===== src/rtl/apb_host_master.sv =====
// apb_host_master: host command/response front end driving a single APB requester with access timeout
module apb_host_master #(
   parameter int ADDR_W  = 9,
   parameter int DATA_W  = 91,
   parameter int TIMEOUT = 16
) (
   input  logic              clk,
   input  logic              rst_n,
   input  logic              cmd_valid,
   output logic              cmd_ready,
   input  logic              cmd_write,
   input  logic [ADDR_W-1:0] cmd_addr,
   input  logic [DATA_W-1:0] cmd_wdata,
   output logic              rsp_valid,
   input  logic              rsp_ready,
   output logic [DATA_W-1:0] rsp_rdata,
   output logic              rsp_err,
   output logic [ADDR_W-1:0] paddr,
   output logic              pwrite,
   output logic              psel,
   output logic              penable,
   output logic [DATA_W-1:0] pwdata,
   input  logic [DATA_W-1:0] prdata,
   input  logic              pready,
   output logic              busy,
   output logic [7:0]        err_count
);
   localparam int CW = $clog2(TIMEOUT + 1);
   localparam logic [1:0] IDLE = 2'd0, SETUP = 2'd1, ACCESS = 2'd2, RESP = 2'd3;

   logic [1:0]        state_q, state_d;
   logic [CW-1:0]     cnt_q, cnt_inc;
   logic              timeout_hit, acc_done;
   logic              psel_q, penable_q, pwrite_q, busy_q, rsp_valid_q, rsp_err_q;
   logic [ADDR_W-1:0] paddr_q;
   logic [DATA_W-1:0] pwdata_q, rsp_rdata_q;
   logic [7:0]        err_count_q;

   assign cnt_inc     = cnt_q + CW'(1);
   assign timeout_hit = state_q == ACCESS && !pready && cnt_inc == CW'(TIMEOUT);
   assign acc_done    = state_q == ACCESS && (pready || timeout_hit);
   assign cmd_ready   = state_q == IDLE;
   assign psel        = psel_q;
   assign penable     = penable_q;
   assign pwrite      = pwrite_q;
   assign paddr       = paddr_q;
   assign pwdata      = pwdata_q;
   assign busy        = busy_q;
   assign rsp_valid   = rsp_valid_q;
   assign rsp_rdata   = rsp_rdata_q;
   assign rsp_err     = rsp_err_q;
   assign err_count   = err_count_q;

   // next state: accept in IDLE, one SETUP cycle, ACCESS until pready or timeout, RESP until taken
   always_comb begin
      state_d = state_q;
      case (state_q)
         IDLE:    state_d = cmd_valid ? SETUP : IDLE;
         SETUP:   state_d = ACCESS;
         ACCESS:  state_d = acc_done ? RESP : ACCESS;
         default: state_d = rsp_ready ? IDLE : RESP;
      endcase
   end

   // all APB and response outputs are registered off the next state and the sampled slave signals
   always_ff @(posedge clk or negedge rst_n) begin
      if (!rst_n) begin
         state_q     <= IDLE;
         cnt_q       <= '0;
         psel_q      <= 1'b0;
         penable_q   <= 1'b0;
         pwrite_q    <= 1'b0;
         paddr_q     <= '0;
         pwdata_q    <= '0;
         busy_q      <= 1'b0;
         rsp_valid_q <= 1'b0;
         rsp_rdata_q <= '0;
         rsp_err_q   <= 1'b0;
         err_count_q <= '0;
      end else begin
         state_q   <= state_d;
         psel_q    <= state_d == SETUP || state_d == ACCESS;
         penable_q <= state_d == ACCESS;
         busy_q    <= state_d != IDLE;
         cnt_q     <= state_q == ACCESS ? cnt_inc : '0;
         if (state_q == IDLE && cmd_valid) begin
            pwrite_q <= cmd_write;
            paddr_q  <= cmd_addr;
            pwdata_q <= cmd_write ? cmd_wdata : '0;
         end
         if (acc_done) begin
            rsp_valid_q <= 1'b1;
            rsp_rdata_q <= (pready && !pwrite_q) ? prdata : '0;
            rsp_err_q   <= !pready;
            if (!pready && err_count_q != 8'hFF)
               err_count_q <= err_count_q + 8'd1;
         end else if (state_q == RESP && rsp_ready) begin
            rsp_valid_q <= 1'b0;
         end
      end
   end
endmodule


===== config.mk =====
export PLATFORM = sky130hd
export DESIGN_NAME = apb_host_master
export DESIGN_NICKNAME = d
export VERILOG_FILES = /design/src/rtl/apb_host_master.sv
export SDC_FILE = /design/constraint.sdc
export NUM_CORES = 1
export LEC_CHECK = 0
export ABC_AREA = 0
export BUFFER_PORTS_ARGS = -buffer_cell sky130_fd_sc_hd__buf_2
export CAP_MARGIN = 20
export CORE_AREA = 4 4 155 157
export CTS_CLUSTER_SIZE = 20
export DETAILED_ROUTE_END_ITERATION = 6
export DIE_AREA = 0 0 159 161
export GPL_ROUTABILITY_DRIVEN = 0
export GPL_TIMING_DRIVEN = 1
export PLACE_DENSITY = 0.78
export SLEW_MARGIN = 10
export SYNTH_ARGS = -nofsm -noshare
export SYNTH_HDL_FRONTEND = slang
export SYNTH_SLANG_ARGS = --single-unit

===== constraint.sdc =====
create_clock -name clk -period 3.65 [get_ports clk]
set_input_delay 0.73 -clock clk [delete_from_list [all_inputs] [get_ports clk]]
set_output_delay 0.73 -clock clk [all_outputs]
set_load 0.02 [all_outputs]

Yosys cells after proc, flatten, opt, wreduce, memory -nomap -nowiden
Cells that the tools add are included.
{"block": "classes", "reduce_logical": 15, "add_sub_neg": 2, "eq_ne": 7, "mux": 9}
{"op": "2-to-1 mux 91 bit", "count": 2}
{"op": "adder 8 x 1 -> 8 bit (second input constant)", "count": 1}
{"op": "inequality test 8 bit (second input constant)", "count": 1}
{"op": "logical AND 1 bit", "count": 7}
{"op": "== test 2 bit (second input constant)", "count": 3}
{"op": "one-hot mux 2 bit (3 select lines)", "count": 1}
{"op": "adder 5 x 1 -> 5 bit (second input constant)", "count": 1}
{"op": "== test 5 bit (second input constant)", "count": 1}
{"op": "2-to-1 mux 5 bit", "count": 1}
{"op": "== test 2 x 1 -> 1 bit (second input constant)", "count": 2}
{"op": "2-to-1 mux 1 bit", "count": 4}
{"op": "nonzero test 2 bit", "count": 2}
{"op": "logical NOT 1 bit", "count": 2}
{"op": "logical NOT 2 bit", "count": 1}
{"op": "logical OR 1 bit", "count": 2}
{"op": "2-to-1 mux 2 bit", "count": 1}
{"op": "AND reduction 2 bit", "count": 1}
{"block": "totals", "in_bits": 197, "wordCells": 45, "out_inout_bits": 206, "regBits": 212}

Depth between registers and ports, before layout
Gate-level depths: netlist (run 1).
{"block": "logic_depth", "ltp_word": 9, "depth_mapped": 8}

Worst setup path after synthesis (run 1)
No wires, ideal clock.
{"block": "synth_timing", "kind": "register -> register", "from": "register cnt_q[0]", "to": "register psel_q (netlist: psel)", "stages_incl_launch_ff": 8, "period_less_slack_ps": 2110, "t_arrival_ps": 1984, "path_slack_ps": 1540, "required_time_ps": 3524, "cell_sequence": "dfrtp_1 ha_1 and3_1 a31oi_4 nor2_2 buf_2 o41ai_1 ha_1"}
{"block": "synth_between", "elab_chain_cells": 9}
{"item": "start, declared", "line_no": "32", "source": "logic [CW-1:0] cnt_q, cnt_inc;"}
{"item": "start signal, assigned", "line_no": "85", "source": "cnt_q <= state_q == ACCESS ? cnt_inc : '0;"}
{"item": "adder 5 x 1 -> 5 bit (*)", "line_no": "39", "source": "assign cnt_inc = cnt_q + CW'(1);"}
{"item": "== test 5 bit (*)", "line_no": "40", "source": "assign timeout_hit = state_q == ACCESS && !pready && cnt_inc == CW'(TIMEOUT);"}
{"item": "logical AND 1 bit (*)", "line_no": "40"}
{"item": "logical OR 1 bit (*)", "line_no": "41", "source": "assign acc_done = state_q == ACCESS && (pready || timeout_hit);"}
{"item": "logical AND 1 bit (*)", "line_no": "41"}
{"item": "2-to-1 mux 1 bit (*)", "line_no": "60", "source": "ACCESS: state_d = acc_done ? RESP : ACCESS;"}
{"item": "one-hot mux 2 bit (3 select lines) (*)", "line_no": "57", "source": "case (state_q)"}
{"item": "== test 2 x 1 -> 1 bit / == test 2 bit (equally long branches)", "line_no": "82", "source": "psel_q <= state_d == SETUP || state_d == ACCESS;"}
{"item": "logical OR 1 bit (*)", "line_no": "82"}
{"item": "end signal, assigned", "line_no": "70", "source": "psel_q <= 1'b0;"}
{"item": "end signal, assigned", "line_no": "82"}
{"item": "end, declared", "line_no": "34", "source": "logic psel_q, penable_q, pwrite_q, busy_q, rsp_valid_q, rsp_err_q;"}
Every way passes the cells marked *; elsewhere a longest branch is shown, timed or not.
A chain may end at the register's enable or synchronous reset.

Worst setup path in the final report (run 1)
{"block": "layout_timing", "from": "register state_q[0]", "to": "register rsp_rdata_q[67] (netlist: rsp_rdata[67])"}
{"block": "layout_between", "elab_chain_cells": 5}
{"item": "start, declared", "line_no": "31", "source": "logic [1:0] state_q, state_d;"}
{"item": "start signal, assigned", "line_no": "81", "source": "state_q <= state_d;"}
{"item": "== test 2 bit (*)", "line_no": "40, 41"}
{"item": "logical AND 1 bit (2 in a row)", "line_no": "40"}
{"item": "logical OR 1 bit", "line_no": "41"}
{"item": "logical AND 1 bit (*)", "line_no": "41"}
{"item": "end signal, assigned", "line_no": "93", "source": "rsp_rdata_q <= (pready && !pwrite_q) ? prdata : '0;"}
{"item": "end, declared", "line_no": "36", "source": "logic [DATA_W-1:0] pwdata_q, rsp_rdata_q;"}
Marks and branches as above.

==> reports/metrics.sh, run 1 <==
DETAIL_ROUTE.FIRST_PASS.ITERATIONS=7
FLIP_FLOP_AND_LATCH_AREA_UM2=5310
REG2REGPATHDEPTH=6
SYNTHESIS.INSTANCES=934
PLACEABLECOREAREA_UM2=22500
SYNTH-SEQ-AREA-SHARE_PCT=59.8
RSZ0062_AT_GRT='false'
FINALHOLDVIOLATIONS=0
WORST_HOLD_PATH_CLASS='in2async'
SYN2LAYOUT_AREA_GROWTH_PCT=34.7
DP.CELLS=1558
HPWL_MM=18.9
FIN_CRIT_SH_PCT=63.1
DIE_WIDTH_UM=159
DRT_DRC_VIOLATIONS_LEFT=5
SHARE_OF_SYNTHESIZED_REGISTERS_CARRYING_AN_ASYNC_SET_OR_RESET_PCT=100
STARTING_DENSITY_PCT=39.4
CTS-HTREE-LEVELS=1
FINAL_PERIOD_MINUS_WORST_SETUP_SLACK_PS=2300
OUTCOME='complete, but fails checks'
FILLERINSTANCES=2047
DIE_AREA_UM2=25600
LAYOUT.CORE_UTILIZATION_PCT=53.1
OVERFLOW=0
SETUP_WS_PS=1350
SKEW_PS=14.5
SYNTH_WARNINGS=0
MULTI_INPUT_LOGIC_AREA_UM2=3290
YS_DOMINANT_REG_CELL='dfrtp_1'
SYNTH_ENABLE_FLOP_CELLS=0
SYNTH_AREA_LEADERS='dfrtp_1, nand2_1, a22oi_1'
PORT-BUFFER-COUNT=402
CELLPOWERDENSITY_nW_PER_UM2=946
POST_CTS_SETUP_BUFFERS=0
CTS_MADE_BUFFERS=24
VIAS_PER_CELL=5.18
ROUTED-VIA-COUNT=8297
WORST_IR_DROP_VDD_mV=0.635
SYN-CELL-AREA_UM2=8870
CLOCK_TREE_ROOT_BUFFER_CELL='clkbuf_16'
DRT-WIRELENGTH-PER-CELL_UM=17.3
CRITICAL_PATH_PEAK_FANOUT=81
VIOLATIONS='DRC'
NUMBER_OF_INSTANCES_RESIZED_DURING_POST_CTS_REPAIR=0
FINAL-SETUP-VIOL-COUNT=0
POSTSYNTHAREAPERCELL_UM2=9.50
TIMING.SETUP.TNS_PS=0
CTS_TREE='yes'
SYNTHDISTINCTLIBCELLS=36
CRITICALPATHCATEGORY='reg2reg'
SYNTHESIS.NETS=1140
REPORT.FINAL.SLEW_VIOL_COUNT=0
FINAL_ANTENNA_NET_COUNT=0
DRIVE_GT1_SHARE_PCT=35.1
TOTAL_LEAKAGE_POWER_uW=0.00639
WORST_TRAN_PIN_VALUE_PS=1060
DRV.MAX_CAP_VIOLATION_COUNT=0
SYNTHDOMINANTCELLAREASHARE_PCT=59.8
CLK_PIN_SLEW_PS=60
SYNTH_TOP_AREA_CELL='dfrtp_1'
MAXIMUM_NUMBER_OF_PINS_ON_ONE_NET_BEFORE_GLOBAL_ROUTE_REPAIR=105
ROWS=55
SETUP.WORST_PATH.END_CLASS='register'
CRITPATHARRIVALTIME_PS=2740
DRT_ITER0_MARKERS=835
MAXSLEWHEADROOM_PCT=29.2
FINAL_NET_COUNT=1505
SYNTH-SEQ-CELLS=212
CRITICAL_PATH.STARTPOINT_TYPE='register'
GR-USAGE-ALL-LAYERS_PCT=20.6
GRT_ANTENNA_BEFORE_REPAIR=1
DIE_HEIGHT_UM=161
WORST_EP_REQUIRED_TIME_PS=4080
TOP_LEVEL_PORTS=403
SETUP_WS_PRE_CTS_PS=1270
FMAX_MHz=434
CTS.SINK_COUNT=212
GRT_PASS1_VIAS=8211
FINAL_NON_FILLER_CELL_TOTAL=1603
GRT_PASS1_WL_MM=44.1
CTS_MAX_PATH_BUFFERS=3
ROUTED_WIRELENGTH_MM=27.7
CTS-HOLD-FIX-BUFFERS=0
CLOCK_LATENCY_AT_THE_LATER_PIN_OF_THE_WORST_SKEW_PAIR_PS=510
-- worst max-delay path, stage by stage (launching register included) --
cell and delay [ps]:
dfrtp_1 380, inv_1 80, ha_1 290, inv_2 300, buf_4 710, a22oi_1 230
o21ai_1 160
-- per-layer routing --
metal | vias up | wire [µm] | GRT usage, % | share of wire, %
met5 | - | 13 | 0 | 0.047
li1 | 3917 | - | - | -
met3 | 47 | 2760 | 6.58 | 10
met1 | 3947 | 10700 | 25.8 | 39
met4 | 2 | 650 | 5.92 | 2.3
met2 | 384 | 13600 | 34.6 | 49
-- kinds of logic after synthesis --
family          count (synthesis)  synth area share, %
simple gates                  431                 20.4
xor+xnor                        9                0.888
compound gates                192                 13.9
flops                         212                 59.8
fa+ha+maj                       9                 1.27
mux                             3                0.409
buf+inv                        78                 3.40
-- Yosys cell counts, types with 2 or more instances --
master and number:
nor3_1 3, ha_1 9, nand4_1 2, nand2_1 307, dfrtp_1 212, o21ai_1 60, buf_2 7, nor4_1 3
and2_1 2, inv_1 5, nand3_1 98, a22oi_1 91, clkbuf_1 65, mux2_2 2, o21ai_0 34, nor2_1 5
xor2_1 8, and3_1 3
-- per-stage QoR --
| step | instance area [µm²] | hold WS (ps) | total power, µW |
|---|---|---|---|
| after floorplan | 8870 | 434 | 7040 |
| after global placement | 11100 | 444 | 8730 |
| after detailed placement | 11100 | 450 | 8880 |
| after CTS | 11900 | 188 | 11400 |
| after global routing | 11900 | 198 | 12100 |
| final | 12000 | 154 | 11300 |
-- power breakdown --
group | switching [µW] | internal [µW] | leakage (µW)
clock network | 961 | 1540 | 0.000411
registers | 675 | 3390 | 0.00261
logic | 3120 | 1630 | 0.00337
-- state kept, by name (all words and copies together), names as in the netlist --
signal / count
pwdata: 91
err_count: 8
psel: 1
paddr: 9
busy: 1
penable: 1
rsp_valid: 1
pwrite: 1
cnt_q: 5
state_q: 2
rsp_err: 1
rsp_rdata: 91
-- area by class of cell --
cell class / count / share of cell area (%)
Sequential cell: 212 / 44.4
Multi-Input combinational cell: 644 / 27.5
Timing Repair Buffer: 411 / 17.9
Clock buffer: 37 / 6.20
Tap cell: 285 / 2.98
Clock inverter: 7 / 0.785
Inverter: 6 / 0.188
Antenna cell: 1 / 0.0209
-- layout by cell type, fill, tap and decap left out, drive strengths merged, types with 6 or more instances in the layout --
master,instances
a22oi,91
buf,411
clkbuf,37
dfrtp,212
ha,9
inv,7
nand2,307
nand3,98
nor2,6
o21ai,94
xor2,8
-- worst paths after layout --
| path | start | slack [ps] | end |
|---|---|---|---|
| max | state_q[0] | 1350 | rsp_rdata[67] |
| min | rst_n | 150 | rsp_rdata[75] |
| max reg2reg | state_q[0] | 1350 | rsp_rdata[67] |
| min reg2reg | pwdata[81] | 460 | pwdata[81] |
| max in group asynchronous | rst_n | 2500 | psel |
| min in group clk | cmd_addr[5] | 410 | paddr[5] |
Power figures use the tool's default switching activity.
==> inputs of run 2 (changes only) <==
- ABC_AREA: 0 -> 1
- CORE_AREA: 4 4 155 157 -> 4 4 154 156
- DIE_AREA: 0 0 159 161 -> 0 0 158 160
- PLACE_DENSITY: 0.78 -> 0.81
- clock period: 3.65 -> 2 ns (I/O delays scaled with it)
==> run 2 against run 1 <==
Against the previous run: the flow now finishes without violations; critical path depth rose by 5; routed wire length down 12%; sequential share of layout area is 0.12 points higher; largest cell class unchanged.
==> reports/metrics.sh, run 2 <==
TOTAL_LEAKAGE_POWER_uW=0.00641
CRITPATHARRIVALTIME_PS=2210
COMBINATIONAL_POWER_SHARE_PCT=40.5
DRV.MAX_CAP_VIOLATION_COUNT=0
VIAS_PER_CELL=4.65
CTS_MAX_PATH_BUFFERS=3
FILLERINSTANCES=2018
CTS_TREE='yes'
DRT-WIRELENGTH-PER-CELL_UM=14.8
HPWL_MM=17.9
GRT_PASS1_WL_MM=38.0
DETAIL_ROUTE.FIRST_PASS.ITERATIONS=5
DRT_ITER0_MARKERS=523
GR-USAGE-ALL-LAYERS_PCT=18.2
LAYOUT.CORE_UTILIZATION_PCT=53.3
POWER.SWITCHING_FRACTION_PCT=41.1
P_INT_uW=10800
SHARE_OF_SYNTHESIZED_REGISTERS_CARRYING_AN_ASYNC_SET_OR_RESET_PCT=100
SYNTH_ENABLE_FLOP_CELLS=0
CTS_MADE_BUFFERS=23
RSZ0062_AT_GRT='false'
SYNTHESIS.NETS=1159
TIMING.SETUP.TNS_PS=0
DP.CELLS=1601
CLOCK_LATENCY_AT_THE_LATER_PIN_OF_THE_WORST_SKEW_PAIR_PS=490
FINAL_ANTENNA_NET_COUNT=0
FRACTION_OF_POWER_CONSUMED_BY_SEQUENTIAL_LOGIC_PCT=37.7
SYNTHTOPCELLSBYCOUNT='nand2_1, dfrtp_1, o21ai_0'
CLK_PIN_SLEW_PS=60
SYNTH_TOP_AREA_CELL='dfrtp_1'
FINAL_NON_FILLER_CELL_TOTAL=1645
FLIP_FLOP_AND_LATCH_AREA_UM2=5310
TOTAL_POWER_uW=18300
SYNTHESIS.INSTANCES=953
SKEW_PS=8.28
SYNTHDISTINCTLIBCELLS=23
FINAL_PERIOD_MINUS_WORST_SETUP_SLACK_PS=1840
MAXSLEWHEADROOM_PCT=67.6
REPORT.FINAL.SLEW_VIOL_COUNT=0
SETUP.WORST_PATH.END_CLASS='register'
FINALHOLDVIOLATIONS=0
DRIVE_GT1_SHARE_PCT=39.4
WORST_EP_REQUIRED_TIME_PS=2370
CTS.SINK_COUNT=212
MAXIMUM_NUMBER_OF_PINS_ON_ONE_NET_BEFORE_GLOBAL_ROUTE_REPAIR=109
DIE_AREA_UM2=25300
SYNTH_WARNINGS=0
WORST_TRAN_PIN_VALUE_PS=486
FIN_AREA_UM2=11900
WORST_HOLD_PATH_CLASS='in2reg'
FINAL_COMMON_CELL='nand2_1'
POSTSYNTHAREAPERCELL_UM2=9.33
SYNTH-SEQ-CELLS=212
SYN-CELL-AREA_UM2=8890
PLACEMENT.CELL_AREA_UM2=11200
DIE_WIDTH_UM=158
FINAL-SETUP-VIOL-COUNT=0
GRT_ANTENNA_BEFORE_REPAIR=2
DIE_HEIGHT_UM=160
WORSTHOLDPATHCELLS=3
MOSTFREQUENTLAYOUTCELLS='nand2_1, buf_2, dfrtp_1, o21ai_0, o21ai_2'
PORT-BUFFER-COUNT=402
OUTCOME='completed'
CELLPOWERDENSITY_nW_PER_UM2=1530
CRITICAL_PATH.STARTPOINT_TYPE='register'
ROUTED_WIRELENGTH_MM=24.3
P_CLK_SHARE_PCT=21.9
GRT_PASS1_VIAS=7436
YS_DOMINANT_REG_CELL='dfrtp_1'
CTS-HTREE-LEVELS=1
MULTI_INPUT_LOGIC_AREA_UM2=3160
CRITICAL_PATH_PEAK_FANOUT=11
FIN_CRIT_SH_PCT=91.8
REG2REGPATHDEPTH=11
FMAX_MHz=545
POWER.NET_SWITCHING_uW=7510
ROUTED-VIA-COUNT=7653
CRITICALPATHCATEGORY='reg2reg'
PLACEABLECOREAREA_UM2=22400
OVERFLOW=0
SYNTHDOMINANTCELLAREASHARE_PCT=59.7
SYN2LAYOUT_AREA_GROWTH_PCT=34.1
WORST_IR_DROP_VDD_mV=0.936
STARTING_DENSITY_PCT=39.7
DRT_DRC_VIOLATIONS_LEFT=0
FINAL_NET_COUNT=1549
TOP_LEVEL_PORTS=403
CLOCK_TREE_ROOT_BUFFER_CELL='clkbuf_16'
SYNTHMOSTINSTANTIATEDCELL='nand2_1'
SYNTH_AREA_LEADERS='dfrtp_1, nand2_1, o21ai_2'
ROWS=55
SYNTH-SEQ-AREA-SHARE_PCT=59.7
[run 2: cell types whose count changed after synthesis, moves of 49 or more]
| cell | previous run | this run |
|---|---|---|
| nand2_1 | 307 | 425 |
| nand3_1 | 98 | 6 |
| a22oi_1 | 91 | 0 |
| o21ai_0 | 34 | 109 |
| o21ai_2 | 0 | 70 |
| o21ai_1 | 60 | 11 |
[run 2: critical path, cell delays in order, from the launching register on]
cell,delay [ps]
dfrtp_1,410
ha_2,230
inv_1,50
nand2_1,80
nand3_2,100
nor2_1,110
nand2_1,70
nand2_2,100
nand2_8,100
nand2_1,110
a21oi_2,70
ha_1,280
[run 2: area by class of cell]
type	count	share of cell area, %
clock inverters	3	0.336
multi-input cells	655	26.5
inverters	25	0.787
well taps	285	2.99
diodes	2	0.0420
repair buffers	426	19.2
flip-flops and latches	212	44.5
clock buffers	37	5.61
[run 2: stage by stage]
| step | hold WS, ps | setup WS, ps |
|---|---|---|
| 2_1_floorplan | 104 | 172 |
| 3_3_place_gp | 370 | 116 |
| 3_5_place_dp | 378 | 48.5 |
| 4_1_cts | 74.5 | 37.5 |
| 5_1_grt | 95.0 | 0.684 |
| 6_report | 106 | 164 |
[run 2: worst paths after layout]
kind / end / slack (ps) / start
setup / recovery: psel / 160 / cnt_q[0]
hold / removal: paddr[0] / 110 / cmd_addr[0]
max in group asynchronous: pwdata[5] / 920 / rst_n
min in group asynchronous: rsp_rdata[38] / 420 / rst_n
hold reg to reg: rsp_rdata[79] / 470 / rsp_rdata[79]
setup reg to reg: psel / 160 / cnt_q[0]
[run 2: repair_timing]
item	4_1_cts	5_1_grt
gates resized for setup	0	3
endpoints found under the setup margin	0	69
hold buffers	1	0
endpoints found under the hold margin	48	0
buffers inserted	0	1
[run 2: cell families (layout without fill, tap and decap cells)]
| group | Yosys count | count (layout) | share of synthesized area, % |
|---|---|---|---|
| flip-flops | 212 | 212 | 59.7 |
| other | 0 | 2 | 0 |
| AO/OA/AOI/OAI | 193 | 193 | 13.8 |
| XOR/XNOR | 7 | 7 | 0.690 |
| buffers and inverters | 86 | 491 | 5.19 |
| AND/OR/NAND/NOR | 446 | 446 | 19.3 |
| adder cells (fa/ha/maj) | 9 | 9 | 1.27 |
[run 2: power by group through the flow]
stage                     logic (µW)  clock network, µW  registers [µW]
after floorplan                 2740                  0            8890
after global placement          7340                  0            6890
after detailed placement        7520                  0            6920
after CTS                       7520               4120            6890
after global routing            8140               4330            7090
final                           7400               4000            6890
[run 2: metal layers]
layer  routed length (µm)  global-route usage, %  vias up
li1                     -                      -     3815
met1                 9580                   22.7     3469
met2                11800                   31.2      316
met3                 2300                   5.23       51
met4                  594                   4.73        2
met5                   12                      0        -
==> inputs of run 3 (changes only) <==
- PLACE_DENSITY: 0.81 -> 0.78
==> run 3 against run 2 <==
Against the previous run: first-iteration DRC count down 11%; global-route usage up 1.0 points; combinational power up 4.6%; flip-flop and latch count unchanged; critical path depth down 8; clock power up 15%; critical path type is now reg2out; non-clock buffer count up 13; hold slack worse by 24 ps; register-to-register slack about the same.
==> reports/metrics.sh, run 3 (synthesis gave the netlist of run 2 again) <==
WORST_EP_REQUIRED_TIME_PS=1600
OUTCOME='completed'
DETAIL_ROUTE.FIRST_PASS.ITERATIONS=5
REPORT.FINAL.SLEW_VIOL_COUNT=0
FINAL_NET_COUNT=1563
SLOWEST_DELAY_PS=400
WORST_IR_DROP_VDD_mV=0.948
DIE_HEIGHT_UM=160
CPMAXSTAGEDELAYCELL='dfrtp_1'
STARTING_DENSITY_PCT=39.7
FINAL_PERIOD_MINUS_WORST_SETUP_SLACK_PS=1860
PLACEMENT.CELL_AREA_UM2=11400
CTS-HTREE-LEVELS=1
CTS_TREE='yes'
REG2REGPATHDEPTH=10
SYN2LAYOUT_AREA_GROWTH_PCT=38.1
GRT_PASS1_VIAS=7766
CRITPATHARRIVALTIME_PS=1460
FINALHOLDVIOLATIONS=0
CLK_PIN_SLEW_PS=60
TIMING.SETUP.TNS_PS=0
DRIVE_GT1_SHARE_PCT=40.7
OVERFLOW=0
PORT-BUFFER-COUNT=402
FINAL-SETUP-VIOL-COUNT=0
PLACEABLECOREAREA_UM2=22400
TOP_LEVEL_PORTS=403
CTS_MAX_PATH_BUFFERS=3
FILLERINSTANCES=1938
SKEW_PS=20.5
CRITICAL_PATH_PEAK_FANOUT=3
DRT_DRC_VIOLATIONS_LEFT=0
CTS_MADE_BUFFERS=24
DIE_WIDTH_UM=158
CTS.SINK_COUNT=212
TOTAL_LEAKAGE_POWER_uW=0.00657
VIAS_PER_CELL=4.69
ROWS=55
GRT_PASS1_WL_MM=39.8
DRV.MAX_CAP_VIOLATION_COUNT=0
FMAX_MHz=538
WORSTHOLDPATHCELLS=3
FIN_CRIT_SH_PCT=93.0
HPWL_MM=18.7
MAXSLEWHEADROOM_PCT=69.5
MOSTFREQUENTLAYOUTCELLS='nand2_1, buf_2, dfrtp_1, o21ai_0, o21ai_2'
CRITICAL_PATH.STARTPOINT_TYPE='register'
FINAL_COMMON_CELL='nand2_1'
SETUP.WORST_PATH.END_CLASS='primary output'
CRITICALPATHCATEGORY='reg2out'
FINAL_ANTENNA_NET_COUNT=0
CLOCK_LATENCY_AT_THE_LATER_PIN_OF_THE_WORST_SKEW_PAIR_PS=520
CLOCK_TREE_ROOT_BUFFER_CELL='clkbuf_16'
DRT-WIRELENGTH-PER-CELL_UM=15.3
WORST_HOLD_PATH_CLASS='in2reg'
DIODES=0
ROUTED-VIA-COUNT=7786
GRT_ANTENNA_BEFORE_REPAIR=1
ROUTED_WIRELENGTH_MM=25.5
WORST_TRAN_PIN_VALUE_PS=458
RSZ0062_AT_GRT='false'
CELLPOWERDENSITY_nW_PER_UM2=1570
FIN_AREA_UM2=12300
DIE_AREA_UM2=25300
MAXIMUM_NUMBER_OF_PINS_ON_ONE_NET_BEFORE_GLOBAL_ROUTE_REPAIR=114
DRT_ITER0_MARKERS=464
GR-USAGE-ALL-LAYERS_PCT=19.3
TIMING.CRITICAL_PATH.CELLS='inv_1, ha_1, buf_2'
-- run 3: changes by cell type in the layout (fill, tap and decap cells not counted), moves of 2 or more --
cell	previous run	this run
buf_12	7	17
buf_4	16	19
bufinv_16	1	3
clkbuf_1	10	1
clkbuf_16	23	25
clkinvlp_4	0	7
diode_2	2	0
-- run 3: cell type report --
| type | instances | area (µm²) | area share [%] |
|---|---|---|---|
| clock buffers | 30 | 684 | 5.58 |
| clock inverters | 14 | 166 | 1.36 |
| inverters | 25 | 93.8 | 0.764 |
| multi-input cells | 655 | 3150 | 25.7 |
| flip-flops and latches | 212 | 5310 | 43.2 |
| well taps | 285 | 357 | 2.90 |
| repair buffers | 439 | 2510 | 20.5 |
-- run 3: per-layer routing --
metal  up-vias  global-route usage, %  part of all wire [%]
met1      3560                   23.2                    40
met4         2                   5.31                   2.3
li1       3842                      -                     -
met5         -                      0                 0.039
met3        51                   4.88                   9.1
met2       331                   34.0                    49
-- run 3: path summary, 6_finish.rpt --
path | from | end | slack [ps]
hold reg to reg | rsp_err | rsp_err | 470
min in group asynchronous | rst_n | rsp_rdata[44] | 460
setup reg to reg | cnt_q[0] | psel | 150
hold / removal | cmd_addr[0] | paddr[0] | 80
max in group asynchronous | rst_n | paddr[6] | 960
setup / recovery | state_q[0] | cmd_ready | 140
-- run 3: metrics by stage --
step           total power, µW  hold WS, ps  util, %  cells  setup slack (ps)
6_report                 19300         81.6     54.9   1660               141
5_1_grt                  20500         82.2     54.9   1660              7.02
4_1_cts                  19500         53.3     54.8   1658              41.1
3_5_place_dp             14700          368     50.9   1613              59.6
3_3_place_gp             14500          367     50.9   1613               150
2_1_floorplan            11600          104        -    953               172
-- run 3: worst max-delay path, delay by kind of cell, from the launching register on --
| family | cells | cell delay [ps] |
|---|---|---|
| DFF | 1 | 400 |
| buffers and inverters | 2 | 300 |
| adders and majority gates | 1 | 240 |
-- run 3: power by group --
group / leakage (µW) / internal, µW / total, µW / switching [µW]
sequential: 0.00279 / 5960 / 6900 / 938
clock: 0.000398 / 2830 / 4610 / 1790
combinational: 0.00338 / 2630 / 7740 / 5110
-- run 3: timing repair --
item | CTS | global route
hold buffers | 1 | 0
resized for setup | 0 | 2
buffers inserted | 0 | 2
endpoints found under the setup margin | 0 | 77
endpoints found under the hold margin | 47 | 0
